## src/rtl/debounce_edge_pkg.sv

```systemverilog
// Shared definitions for input-conditioning blocks:
// debouncer state encodings and default qualification constants.
package debounce_edge_pkg;

    typedef enum logic [1:0] {
        S_LOW    = 2'd0,
        S_WAIT_H = 2'd1,
        S_HIGH   = 2'd2,
        S_WAIT_L = 2'd3
    } state_e;

    localparam int DEF_SYNC_STAGES = 2;
    localparam int DEF_STABLE_CNT  = 4;

endpackage

```

## src/rtl/debounce_edge_sync_nff.sv

```systemverilog
// N-flop synchronizer with a loadable reset value.
// Plain shift chain, no logic between flops.
module sync_nff #(
    parameter int STAGES = 2
) (
    input  logic clk,
    input  logic rst,
    input  logic init,
    input  logic d,
    output logic q
);

    logic [STAGES-1:0] ff_q;

    always_ff @(posedge clk) begin
        if (!rst) begin
            ff_q <= {STAGES{init}};
        end else begin
            ff_q <= {ff_q[STAGES-2:0], d};
        end
    end

    assign q = ff_q[STAGES-1];

endmodule

```

## src/rtl/debounce_edge.sv

```systemverilog
// Debounces a raw asynchronous level and emits one-cycle
// rise/fall strobes coincident with the clean level changing.
module debounce_edge
    import debounce_edge_pkg::*;
#(
    parameter int   SYNC_STAGES = DEF_SYNC_STAGES,
    parameter int   STABLE_CNT  = DEF_STABLE_CNT,
    parameter int   CNT_W       = 16,
    parameter logic INIT_LEVEL  = 1'b0
) (
    input  logic clk,
    input  logic rst,
    input  logic din,
    output logic dout,
    output logic rise,
    output logic fall,
    output logic busy
);

    localparam logic [CNT_W-1:0] LAST = CNT_W'(STABLE_CNT - 1);
    localparam logic [CNT_W-1:0] ONE  = CNT_W'(1);

    logic             din_s;
    state_e           state_q, state_d;
    logic [CNT_W-1:0] cnt_q, cnt_d;
    logic             dout_q, dout_d;
    logic             rise_q, rise_d;
    logic             fall_q, fall_d;
    logic             busy_q, busy_d;

    sync_nff #(
        .STAGES (SYNC_STAGES)
    ) u_sync (
        .clk  (clk),
        .rst  (rst),
        .init (INIT_LEVEL),
        .d    (din),
        .q    (din_s)
    );

    always_comb begin
        state_d = state_q;
        cnt_d   = '0;
        dout_d  = dout_q;
        rise_d  = 1'b0;
        fall_d  = 1'b0;
        unique case (state_q)
            S_LOW: begin
                if (din_s) begin
                    state_d = S_WAIT_H;
                    cnt_d   = ONE;
                end
            end
            S_WAIT_H: begin
                if (!din_s) begin
                    state_d = S_LOW;
                end else if (cnt_q == LAST) begin
                    state_d = S_HIGH;
                    dout_d  = 1'b1;
                    rise_d  = 1'b1;
                end else begin
                    cnt_d = cnt_q + ONE;
                end
            end
            S_HIGH: begin
                if (!din_s) begin
                    state_d = S_WAIT_L;
                    cnt_d   = ONE;
                end
            end
            S_WAIT_L: begin
                if (din_s) begin
                    state_d = S_HIGH;
                end else if (cnt_q == LAST) begin
                    state_d = S_LOW;
                    dout_d  = 1'b0;
                    fall_d  = 1'b1;
                end else begin
                    cnt_d = cnt_q + ONE;
                end
            end
        endcase
        // busy tracks the state being entered so it lines up with state_q
        busy_d = (state_d == S_WAIT_H) || (state_d == S_WAIT_L);
    end

    always_ff @(posedge clk) begin
        if (!rst) begin
            state_q <= INIT_LEVEL ? S_HIGH : S_LOW;
            cnt_q   <= '0;
            dout_q  <= INIT_LEVEL;
            rise_q  <= 1'b0;
            fall_q  <= 1'b0;
            busy_q  <= 1'b0;
        end else begin
            state_q <= state_d;
            cnt_q   <= cnt_d;
            dout_q  <= dout_d;
            rise_q  <= rise_d;
            fall_q  <= fall_d;
            busy_q  <= busy_d;
        end
    end

    assign dout = dout_q;
    assign rise = rise_q;
    assign fall = fall_q;
    assign busy = busy_q;

endmodule
```

## config.mk

```make
export PLATFORM = sky130hd
export DESIGN_NAME = debounce_edge
export DESIGN_NICKNAME = d
export VERILOG_FILES = /design/src/rtl/debounce_edge_pkg.sv /design/src/rtl/debounce_edge_sync_nff.sv /design/src/rtl/debounce_edge.sv
export SDC_FILE = /design/constraint.sdc
export NUM_CORES = 1
export LEC_CHECK = 0
export CORE_UTILIZATION = 50
export DETAILED_ROUTE_END_ITERATION = 8
export HOLD_SLACK_MARGIN = 0.06
export PLACE_DENSITY_LB_ADDON = 0.15
export SETUP_SLACK_MARGIN = 0.3
export SKIP_LAST_GASP = 1
export SYNTH_ARGS = -nofsm -noshare
export SYNTH_HDL_FRONTEND = slang
export SYNTH_SLANG_ARGS = --single-unit
```

## constraint.sdc

```tcl
create_clock -name clk -period 1.95 [get_ports clk]
set_input_delay 0.39 -clock clk [delete_from_list [all_inputs] [get_ports clk]]
set_output_delay 0.39 -clock clk [all_outputs]
set_load 0.005 [all_outputs]
```

After elaboration in Yosys (flattened, before gate mapping)
Cells that the tools add are included.
{"block": "word_totals", "reg_bits": 24, "input_bits": 3, "out_inout_bits": 4, "elab_cells": 45}
{"block": "op_classes", "n_addsub": 1, "n_eq_ne": 10, "n_mux": 19, "bitwise": 2, "reduce_logical": 6}
{"operator": "16-bit one-hot mux with 4 select lines", "count": 1}
{"operator": "16-bit 2-to-1 mux", "count": 3}
{"operator": "16-bit by 1-bit adder with 16-bit output, second input constant", "count": 1}
{"operator": "16-bit by 2-bit == test with 1-bit output, second input constant", "count": 1}
{"operator": "2-bit 2-to-1 mux", "count": 6}
{"operator": "2-bit one-hot mux with 4 select lines", "count": 1}
{"operator": "1-bit 2-to-1 mux", "count": 7}
{"operator": "2-bit == test, second input constant", "count": 3}
{"operator": "2-bit inequality test, second input constant", "count": 3}
{"operator": "5-bit AND reduction", "count": 1}
{"operator": "2-bit by 1-bit == test with 1-bit output, second input constant", "count": 2}
{"operator": "3-bit AND reduction", "count": 1}
{"operator": "3-bit OR reduction", "count": 1}
{"operator": "2-bit logical NOT", "count": 1}
{"operator": "2-bit by 1-bit inequality test with 1-bit output, second input constant", "count": 1}
{"operator": "1-bit inverter", "count": 2}
{"operator": "1-bit one-hot mux with 2 select lines", "count": 1}
{"operator": "2-bit nonzero test", "count": 1}
{"operator": "1-bit logical OR", "count": 1}

Logic depth before layout (Yosys ltp)
Gate-level depths: netlist (run 1).
{"block": "logic_depth", "depth_word": 6, "mapped_depth": 6, "depth_no_buf": 5}

Cells and area by module
From an unflattened synthesis (run 1), not the netlist that was laid out.
{"block": "unflattened", "cells_unflattened": 110, "area_unflattened_um2": 1028.5}
{"module": "debounce_edge", "n_inst": 1, "cells_each": 106, "area_each_um2": 965.9, "seq_area_each_um2": 440.4}
{"module": "sync_nff", "n_inst": 1, "cells_each": 4, "area_each_um2": 62.6, "seq_area_each_um2": 40.0}

Least setup slack after synthesis (run 1)
Ideal clock, no wire load.
{"block": "synth_path", "path_type": "register to register", "from": "register cnt_q[0]", "to": "register cnt_q[10]", "setup_time_ns": 0.117, "arrival_ns": 1.429, "required_ns": 1.833, "path_slack_ns": 0.404, "path_stages_with_launch": 7, "n_path_buf": 1, "synth_period_minus_slack_ns": 1.546, "path_cell_list": "dfxtp_1 > ha_1 > nor4b_1 > nand4_1 > nand3_1 > buf_2 > nor2_1"}
{"block": "synth_between", "elab_chain_len": 4, "word_cells_on_any_way": 6, "cone_classes": "1 x add/sub; 1 x eq/ne; 4 x mux"}
{"item": "from (decl)", "line_no": "debounce_edge.sv:25", "rtl": "logic [CNT_W-1:0] cnt_q, cnt_d;"}
{"item": "from (signal assigned)", "line_no": "debounce_edge.sv:97", "rtl": "cnt_q <= cnt_d;"}
{"item": "16-bit by 1-bit adder with 16-bit output / 16-bit by 2-bit == test with 1-bit output (equally long branches)"}
{"item": "16-bit 2-to-1 mux (*)", "line_no": "debounce_edge.sv:57, debounce_edge.sv:74"}
{"item": "16-bit 2-to-1 mux (on tied branches)", "line_no": "debounce_edge.sv:72, debounce_edge.sv:55"}
{"item": "16-bit one-hot mux with 4 select lines (*)", "line_no": "debounce_edge.sv:47", "rtl": "unique case (state_q)"}
Every way passes the cells marked *; elsewhere a longest branch is shown, timed or not.
A chain may end at the register's enable or synchronous reset.

Worst setup path after layout (run 1)
{"block": "layout_path", "from": "register cnt_q[0]", "to": "register state_q[1]"}
{"block": "layout_between", "elab_chain_len": 4, "word_cells_on_any_way": 6, "cone_classes": "1 x eq/ne; 5 x mux"}
{"item": "16-bit by 2-bit == test with 1-bit output (*)", "line_no": "debounce_edge.sv:57, debounce_edge.sv:74"}
{"item": "2-bit 2-to-1 mux (on tied branches)", "line_no": "debounce_edge.sv:74, debounce_edge.sv:57"}
{"item": "2-bit 2-to-1 mux (on tied branches)", "line_no": "debounce_edge.sv:72, debounce_edge.sv:55"}
{"item": "2-bit one-hot mux with 4 select lines (*)", "line_no": "debounce_edge.sv:47"}
{"item": "to (signal assigned)", "line_no": "debounce_edge.sv:89", "rtl": "state_q <= INIT_LEVEL ? S_HIGH : S_LOW;"}
{"item": "to (signal assigned)", "line_no": "debounce_edge.sv:96", "rtl": "state_q <= state_d;"}
{"item": "to (decl)", "line_no": "debounce_edge.sv:24", "rtl": "state_e state_q, state_d;"}
Marks and branches as above.

==> metrics.md, run 1 <==
| Metric | Value |
|---|---|
| Status | `finished clean` |
| Simple-gate share of the synthesized area | `32.2%` |
| DR WL/cell | `11.4 microns` |
| H-tree depth | `1` |
| # Max-Cap Violations | `0` |
| Worst-path clk slew | `0.12 ns` |
| Antenna diodes | `0` |
| Clock skew | `0.00501 ns` |
| Die height | `46.9 microns` |
| CTS tree | `built` |
| CORE AREA | `1800 sq um` |
| WP data required | `2.16 ns` |
| Syn Nets | `115` |
| Final Core Density | `65.2%` |
| Combinational family with the most area after synthesis | `simple AND/OR/NAND/NOR gates` |
| Maximum VDD drop | `0.000625 V` |
| Total congestion overflow | `0` |
| Top-area cell type share of the netlist area | `47.7%` |
| Worst Tran Pin Value | `0.340 ns` |
| Starting density of the core | `55.9%` |
| Die Area | `2200 sq um` |
| Via count of the first global-routing pass | `669` |
| RSZ-0062 raised after global routing | `no` |
| Fmax | `0.636 GHz` |
| Sequential-to-total area share from yosys stat | `47.7%` |
| Seq cells post-synth | `24` |
| CTS buffer count | `3` |
| Adder-Cell Fraction of Synth Area | `1.24%` |
| Area leader, netlist | `dfxtp_1` |
| CTS Hold Bufs | `0` |
| Initial DRC count | `8` |
| WL final | `1660 microns` |
| Worst EP arrival | `1.78 ns` |
| Final period util | `80.6%` |
| Via count | `764` |
| CTS Buffer Depth | `2` |
| Post-synthesis xor/xnor area fraction | `11.3%` |
| Clk root buf | `clkbuf_4` |
| Critical path class | `register to register` |
| Initial antenna violation count | `0` |
| TNS Setup | `0 ns` |
| Die Width | `46.9 microns` |
| Area growth, synth to finish | `16.6%` |
| CP Capture Type | `register` |
| Row cnt | `15` |
| Drt drc | `0` |
| Post-Syn Area | `1010 sq um` |
| Gr usage total | `18.0%` |
| Nets | `126` |
| First-pass GRT wire length | `2770 microns` |
| Synthesized area per cell | `9.07 sq um` |
| Layout cells sized above 1 | `11.6%` |
| Skew-Pair Late Insertion Delay | `0.30 ns` |
| Compound-Gate Fraction of Synth Area | `3.48%` |
| P_leak | `0.376 nW` |
| Top cells by area, synth | `dfxtp_1 48%, xnor2_1 9.6%, nor2_1 6.7%` |
| Hold Fails Final Rpt | `0` |
| Worst hold-check path type | `register to register` |
| Clock sink count | `24` |
| Synth Instances | `111` |
| Post-route ant nets | `0` |
| Total power divided by cell area | `642 nW/um^2` |
| I/O Buffers | `6` |
| Final setup violation count | `0` |
| Worst setup SP type | `register` |
| Vias/cell | `5.23` |
| IO Count | `7` |
| Post-synth cell types | `28` |
| Rel. slew slack | `77.1%` |
| Commonest non-fill, non-tap cells in the layout | `20 x dfxtp_1, 18 x nor2_1, 11 x xnor2_1` |
| Post-DP HPWL | `1170 microns` |
| Slew Limit Fails | `0` |
| Mux cell area share after synthesis | `0.994%` |
| 1st-pass router iterations | `4` |
| Placer Congestion | `0.756` |
| Synth warnings | `0` |
| Final worst path period need | `1.57 ns` |
| Crit Path Max Fanout | `4` |
| Most common cell after layout, fill and taps aside | `dfxtp_1` |
| Largest net degree at the start of global routing | `16` |
-- through the flow --
stage                     worst slack (ns)  power [mW]  hold slack [ns]  cell area (sq um)  instances
after floorplan                      0.404       0.512            0.412               1010        111
after global placement               0.286       0.519            0.418               1100        141
after detailed placement             0.261       0.520            0.425               1100        141
after CTS                            0.300       0.764            0.453               1140        146
after global routing                 0.258       0.783            0.498               1170        146
final                                0.378       0.754            0.452               1170        146
-- synth_stat cells (all sizes together) --
cell type and count:
and3 2, xnor2 11, xor2 2, mux2i 1, nand3 7, ha 1
inv 6, buf 1, or4 1, nor2b 3, a21boi 1, or3 1
a21oi 1, nand4 5, or2 1, nor4b 2, o21a 1, dfxtp 24
nor3 5, nor2 18, o31ai 1, nor4 5, nand2 5, and2 4
clkbuf 1, o211ai 1
-- timing repair --
action                     CTS  global route
setup endpoints to repair    1            18
buffers inserted             1             0
pin swaps                    1             0
gates resized for setup      0            10
-- registers in the layout, indices dropped and copies added, names as in the netlist --
| signal | flops |
|---|---|
| fall | 1 |
| busy | 1 |
| rise | 1 |
| cnt_q | 16 |
| state_q | 2 |
| u_sync.ff_q | 2 |
| dout | 1 |
-- routing by layer --
| layer | track usage, % | up-vias | share of wire (%) |
|---|---|---|---|
| li1 | - | 398 | - |
| met1 | 23.7 | 352 | 51 |
| met2 | 27.8 | 12 | 46 |
| met3 | 5.77 | 2 | 2.9 |
| met4 | 6.29 | 0 | 0.72 |
| met5 | 0 | - | 0 |
-- worst max-delay path: stages (launching register included) --
cell and delay (ns):
dfxtp_1 0.38, ha_1 0.25, nor4b_4 0.26, nand4_1 0.20
buf_4 0.20, mux2i_1 0.13, nor2b_1 0.05
-- power breakdown --
part | switching, mW | leakage (nW) | total (mW) | internal (mW)
sequential | 0.00205 | 0.197 | 0.492 | 0.490
combinational | 0.00502 | 0.159 | 0.0130 | 0.00799
clock | 0.136 | 0.0210 | 0.250 | 0.114
-- area by class of cell --
| class | instances | area (sq um) |
|---|---|---|
| multi-input cells | 79 | 517 |
| repair buffers | 8 | 75.1 |
| inverters | 6 | 22.5 |
| fillers | 162 | 627 |
| clock buffers | 4 | 36.3 |
| well taps | 25 | 31.3 |
| flip-flops and latches | 24 | 493 |
-- worst paths after layout --
kind / from / endpoint / slack (ns) / depth (start not counted)
worst max-delay path: cnt_q[0] / state_q[1] / 0.38 / 6
worst min-delay path: u_sync.ff_q[0] / u_sync.ff_q[1] / 0.45 / 1
worst max register to register: cnt_q[0] / state_q[1] / 0.38 / 6
worst min register to register: u_sync.ff_q[0] / u_sync.ff_q[1] / 0.45 / 1
-- logic make-up (layout without fill, tap and decap cells) --
logic type,Yosys count,in the layout
buf+inv,8,18
mux,1,1
fa+ha+maj,1,1
compound gates,5,5
flops,24,24
simple gates,59,59
xor+xnor,13,13
Note: power is estimated with default switching activity, not from simulation.
==> run 2, diff against run 1 <==
==> constraint.sdc (replaced) <==
create_clock -name clk -period 1.6 [get_ports clk]
set_input_delay 0.32 -clock clk [delete_from_list [all_inputs] [get_ports clk]]
set_output_delay 0.32 -clock clk [all_outputs]
set_load 0.005 [all_outputs]
==> run 2 against run 1 <==
  * Setup slack got worse by 0.28 ns
  * Sequential share of layout area fell by 6.0 points
  * Clock power is 27% higher
  * Critical path depth is 2 lower
  * Clock skew hardly changed
  * Flip-flop and latch count unchanged
  * Combinational power increased by 60%
  * Die area is the same
  * Global-route usage up 4.0 points
  * Cell count up 8.9%
  * Largest cell class unchanged
  * Highest routed layer unchanged
==> metrics.md, run 2 (synthesis results as in run 1) <==
| Metric | Value |
|---|---|
| Nets | `139` |
| Worst path cell trace | `nand4_4 -> or3_4 -> or4_4 -> a21oi_2` |
| 1st-pass router iterations | `4` |
| Reg2reg setup slack | `0.1 ns` |
| CORE AREA | `1800 sq um` |
| Initial antenna violation count | `0` |
| Post-DP HPWL | `1260 microns` |
| Die height | `46.9 microns` |
| Hold Fails Final Rpt | `0` |
| H-tree depth | `1` |
| Die Width | `46.9 microns` |
| Hold_ws | `0.447 ns` |
| Final setup violation count | `0` |
| CTS buffer count | `3` |
| Worst EP arrival | `1.77 ns` |
| Die Area | `2200 sq um` |
| First-pass GRT wire length | `3400 microns` |
| Area growth, synth to finish | `41.5%` |
| Worst-path clk slew | `0.13 ns` |
| Final instance area | `1430 sq um` |
| Worst hold-check path type | `register to register` |
| Commonest non-fill, non-tap cells in the layout | `14 x nor2_1, 12 x buf_4, 11 x xnor2_1, 11 x dfxtp_2, 8 x dfxtp_1` |
| Largest register FFs | `16` |
| Status | `finished clean` |
| Final worst path period need | `1.50 ns` |
| Filler cells | `119` |
| Crit Path Max Fanout | `3` |
| Largest registers | `cnt_q: 16 flops, state_q: 2 flops, u_sync.ff_q: 2 flops` |
| Skew-Pair Late Insertion Delay | `0.32 ns` |
| RSZ-0062 raised after global routing | `yes` |
| CTS tree | `built` |
| Drt drc | `0` |
| P_leak | `0.517 nW` |
| Total congestion overflow | `0` |
| Slowest-stage cell, CP | `or4_4` |
| Layout cells sized above 1 | `41.8%` |
| Total power divided by cell area | `657 nW/um^2` |
| Antenna diodes | `0` |
| Final Worst Setup Slack | `0.0955 ns` |
| Maximum VDD drop | `0.000569 V` |
| IO Count | `7` |
| # Max-Cap Violations | `0` |
| Initial DRC count | `28` |
| CTS Hold Bufs | `0` |
| Via count of the first global-routing pass | `802` |
| Slew Limit Fails | `0` |
| Post-route insts no fill | `159` |
| Final period util | `94.0%` |
| Starting density of the core | `55.9%` |
| Placer Congestion | `0.758` |
| Clock skew | `0.00544 ns` |
| Pre-CTS setup slack | `-0.00348 ns` |
| Total power | `0.936 mW` |
| Largest stage delay, worst path | `0.43 ns` |
| CTS Buffer Depth | `2` |
| Critical path class | `register to register` |
| Largest register by flop count | `cnt_q` |
| Via count | `903` |
| Post-DP Area | `1140 sq um` |
| Row cnt | `15` |
| Rel. slew slack | `78.6%` |
| Post-placement cell count | `142` |
| Worst Tran Pin Value | `0.318 ns` |
| Gr usage total | `22.0%` |
| Fmax | `0.665 GHz` |
| CP Capture Type | `register` |
| Most common cell after layout, fill and taps aside | `nor2_1` |
| DR WL/cell | `15.0 microns` |
| I/O Buffers | `6` |
| WL final | `2390 microns` |
| Clock sink count | `24` |
| Post-route ant nets | `0` |
| WP data required | `1.86 ns` |
| Largest net degree at the start of global routing | `14` |
| Clk root buf | `clkbuf_4` |
| Worst setup SP type | `register` |
| Vias/cell | `5.68` |
run 2: timing repair:
item | in CTS | in global routing
endpoints found under the setup margin | 26 | 22
gates resized for setup | 24 | 22
cloned | 1 | 0
setup buffers | 8 | 4
pin swaps | 18 | 11
run 2: cell type report:
| type | count | area (sq um) | share of cell area, % |
|---|---|---|---|
| tap | 25 | 31.3 | 2.19 |
| multi-input combinational | 80 | 654 | 45.9 |
| clock buffer | 4 | 36.3 | 2.55 |
| inverter | 6 | 22.5 | 1.58 |
| sequential | 24 | 513 | 36.0 |
| timing repair buffer | 20 | 168 | 11.8 |
run 2: metrics by stage:
step | TNS (ns) | utilization, %
final | 0 | 79.1
after global routing | 0 | 79.1
after CTS | 0 | 73.1
after detailed placement | -0.00348 | 63.1
after global placement | 0 | 63.1
after floorplan | 0 | -
run 2: worst paths after layout:
check / startpoint / end / cells after the start
max: cnt_q[10] / cnt_q[14] / 4
min: u_sync.ff_q[0] / u_sync.ff_q[1] / 1
max reg2reg: cnt_q[10] / cnt_q[14] / 4
min reg2reg: u_sync.ff_q[0] / u_sync.ff_q[1] / 1
run 2: power by group:
| part | internal, mW | switching [mW] |
|---|---|---|
| sequential | 0.594 | 0.00398 |
| clock | 0.139 | 0.179 |
| combinational | 0.0120 | 0.00876 |
| total | 0.745 | 0.191 |
run 2: critical path: cells and delay by family, from the launching register on:
kind               cells  cell delay (ns)
and+or+nand+nor        3             0.92
DFF                    1             0.40
AOI/OAI and AO/OA      1             0.13
run 2: metal layers:
metal / routed length, microns / track usage, % / vias to the layer above
met5: 0 / 0 / -
met4: 34 / 12.6 / 0
met3: 94 / 5.00 / 6
met2: 1250 / 35.8 / 30
met1: 1010 / 26.7 / 438
li1: - / - / 429
==> run 3, diff against run 2 <==
--- a/config.mk
+++ b/config.mk
@@ -5,7 +5,8 @@
 export SDC_FILE = /design/constraint.sdc
 export NUM_CORES = 1
 export LEC_CHECK = 0
-export CORE_UTILIZATION = 50
+export ABC_CLOCK_PERIOD_IN_PS = 1600
+export CORE_UTILIZATION = 55
 export DETAILED_ROUTE_END_ITERATION = 8
 export HOLD_SLACK_MARGIN = 0.06
 export PLACE_DENSITY_LB_ADDON = 0.15
==> run 3 against run 2 <==
  * Global-route usage grew 2.6 points
  * Clock skew is 0.0010 ns lower
  * Setup slack better by 0.0097 ns
  * Sequential power is essentially flat
  * Die area decreased by 8.7%
  * Critical path depth unchanged
==> metrics.md, run 3 (synthesis results as in run 1) <==
| Metric | Value |
|---|---|
| Status | `finished clean` |
| Die Area | `2010 sq um` |
| Clk root buf | `clkbuf_4` |
| CTS buffer count | `3` |
| Largest register by flop count | `cnt_q` |
| Worst EP arrival | `1.75 ns` |
| Net Sw Frac | `19.8%` |
| Critical path endpoint | `cnt_q[14]` |
| Worst-path clk slew | `0.12 ns` |
| Reg power frac | `64.4%` |
| CTS tree | `built` |
| Reg2reg setup slack | `0.11 ns` |
| Post-route ant nets | `0` |
| IO Count | `7` |
| Slew Limit Fails | `0` |
| Critical path class | `register to register` |
| Skew-Pair Late Insertion Delay | `0.31 ns` |
| Area growth, synth to finish | `37.0%` |
| Initial antenna violation count | `0` |
| RSZ-0062 raised after global routing | `yes` |
| 1st-pass router iterations | `4` |
| I/O Buffers | `6` |
| R2R Path Start | `cnt_q[10]` |
| Crit Path Max Fanout | `3` |
| Largest registers | `cnt_q: 16 flops, state_q: 2 flops, u_sync.ff_q: 2 flops` |
| CTS Buffer Depth | `2` |
| Die Width | `44.8 microns` |
| Fmax | `0.669 GHz` |
| Hold Fails Final Rpt | `0` |
| Reg2reg path depth | `4` |
| WL final | `2230 microns` |
| Final setup violation count | `0` |
| Drt drc | `0` |
| Rel. slew slack | `81.1%` |
| Worst Tran Pin Value | `0.279 ns` |
| Die height | `44.8 microns` |
| Setup crit start | `cnt_q[10]` |
| Post-DP HPWL | `1360 microns` |
| Antenna diodes | `0` |
| Largest register FFs | `16` |
| Most common cell after layout, fill and taps aside | `dfxtp_1` |
| WP data required | `1.85 ns` |
| P_leak | `0.463 nW` |
| CORE AREA | `1730 sq um` |
| Largest net degree at the start of global routing | `14` |
| Pre-CTS setup slack | `0.0105 ns` |
| Via count | `900` |
| Final worst path period need | `1.49 ns` |
| Part of the power in the clock network | `33.4%` |
| First-pass GRT wire length | `3510 microns` |
| Worst hold-check path type | `register to register` |
| R2r endpoint | `cnt_q[14]` |
| Via count of the first global-routing pass | `833` |
| Starting density of the core | `58.3%` |
| Final period util | `93.4%` |
| Nets | `136` |
| Placer Congestion | `0.786` |
| P_sw | `0.183 mW` |
| CP Capture Type | `register` |
| Final instance area | `1380 sq um` |
| Final Worst Setup Slack | `0.105 ns` |
| Comb pwr share | `2.2%` |
| Int Power | `0.744 mW` |
| DR WL/cell | `14.3 microns` |
| Row cnt | `15` |
| # Max-Cap Violations | `0` |
| Gr usage total | `24.6%` |
| TNS Setup | `0 ns` |
| Initial DRC count | `10` |
| Clock skew | `0.00444 ns` |
| Total congestion overflow | `0` |
| Layout cells sized above 1 | `38.2%` |
| Clock sink count | `24` |
| Commonest non-fill, non-tap cells in the layout | `12 x dfxtp_1, 11 x xnor2_1, 10 x nor2_1` |
| Worst setup SP type | `register` |
| Vias/cell | `5.77` |
| Final Core Density | `79.9%` |
| H-tree depth | `1` |
| Total power divided by cell area | `672 nW/um^2` |
| Post-DP Area | `1140 sq um` |
| Maximum VDD drop | `0.000481 V` |
==> run 3: metrics by stage <==
step                total power, mW  instances  hold slack, ns
floorplan                     0.622        111           0.412
global placement              0.633        143           0.416
detailed placement            0.635        143           0.429
CTS                           0.935        155           0.458
global route                  0.968        156           0.485
finish                        0.928        156           0.453
==> run 3: how the worst min path moves through the flow <==
stage	start	to	slack (ns)	cells after the start
after global routing	u_sync.ff_q[0]	u_sync.ff_q[1]	0.48	1
after floorplan	u_sync.ff_q[0]	u_sync.ff_q[1]	0.41	1
after global placement	u_sync.ff_q[0]	u_sync.ff_q[1]	0.42	1
final	u_sync.ff_q[0]	u_sync.ff_q[1]	0.45	1
after detailed placement	u_sync.ff_q[0]	u_sync.ff_q[1]	0.43	1
after CTS	u_sync.ff_q[0]	u_sync.ff_q[1]	0.46	1
==> run 3: critical path, stage by stage, from the launching register on <==
cell     delay (ns)
dfxtp_4        0.41
nand4_4        0.10
or3_4          0.40
or4_1          0.40
a21oi_1        0.13
==> run 3: layout make-up <==
| cell class | instances | area [sq um] |
|---|---|---|
| tap | 25 | 31.3 |
| clock buffer | 4 | 36.3 |
| fill | 112 | 347 |
| sequential | 24 | 508 |
| multi-input combinational | 80 | 637 |
| timing repair buffer | 17 | 145 |
| inverter | 6 | 22.5 |
==> run 3: power by group through the flow <==
stage	clock, mW	combinational, mW	sequential (mW)
after floorplan	0	0.00680	0.616
after global placement	0	0.0173	0.616
after global routing	0.348	0.0220	0.598
after detailed placement	0	0.0183	0.616
after CTS	0.318	0.0190	0.599
final	0.310	0.0201	0.597
==> run 3: timing repair <==
action / CTS / global route
pin swaps: 21 / 5
setup endpoints to repair: 26 / 22
setup buffers: 7 / 1
resized for setup: 22 / 19
cloned: 1 / 0
hold buffers: 0 / 0
==> run 3: layer usage <==
metal	GRT usage, %	routed length [microns]
met5	0	0
met2	40.6	1120
met1	30.1	971
met3	4.00	74
met4	15.2	65
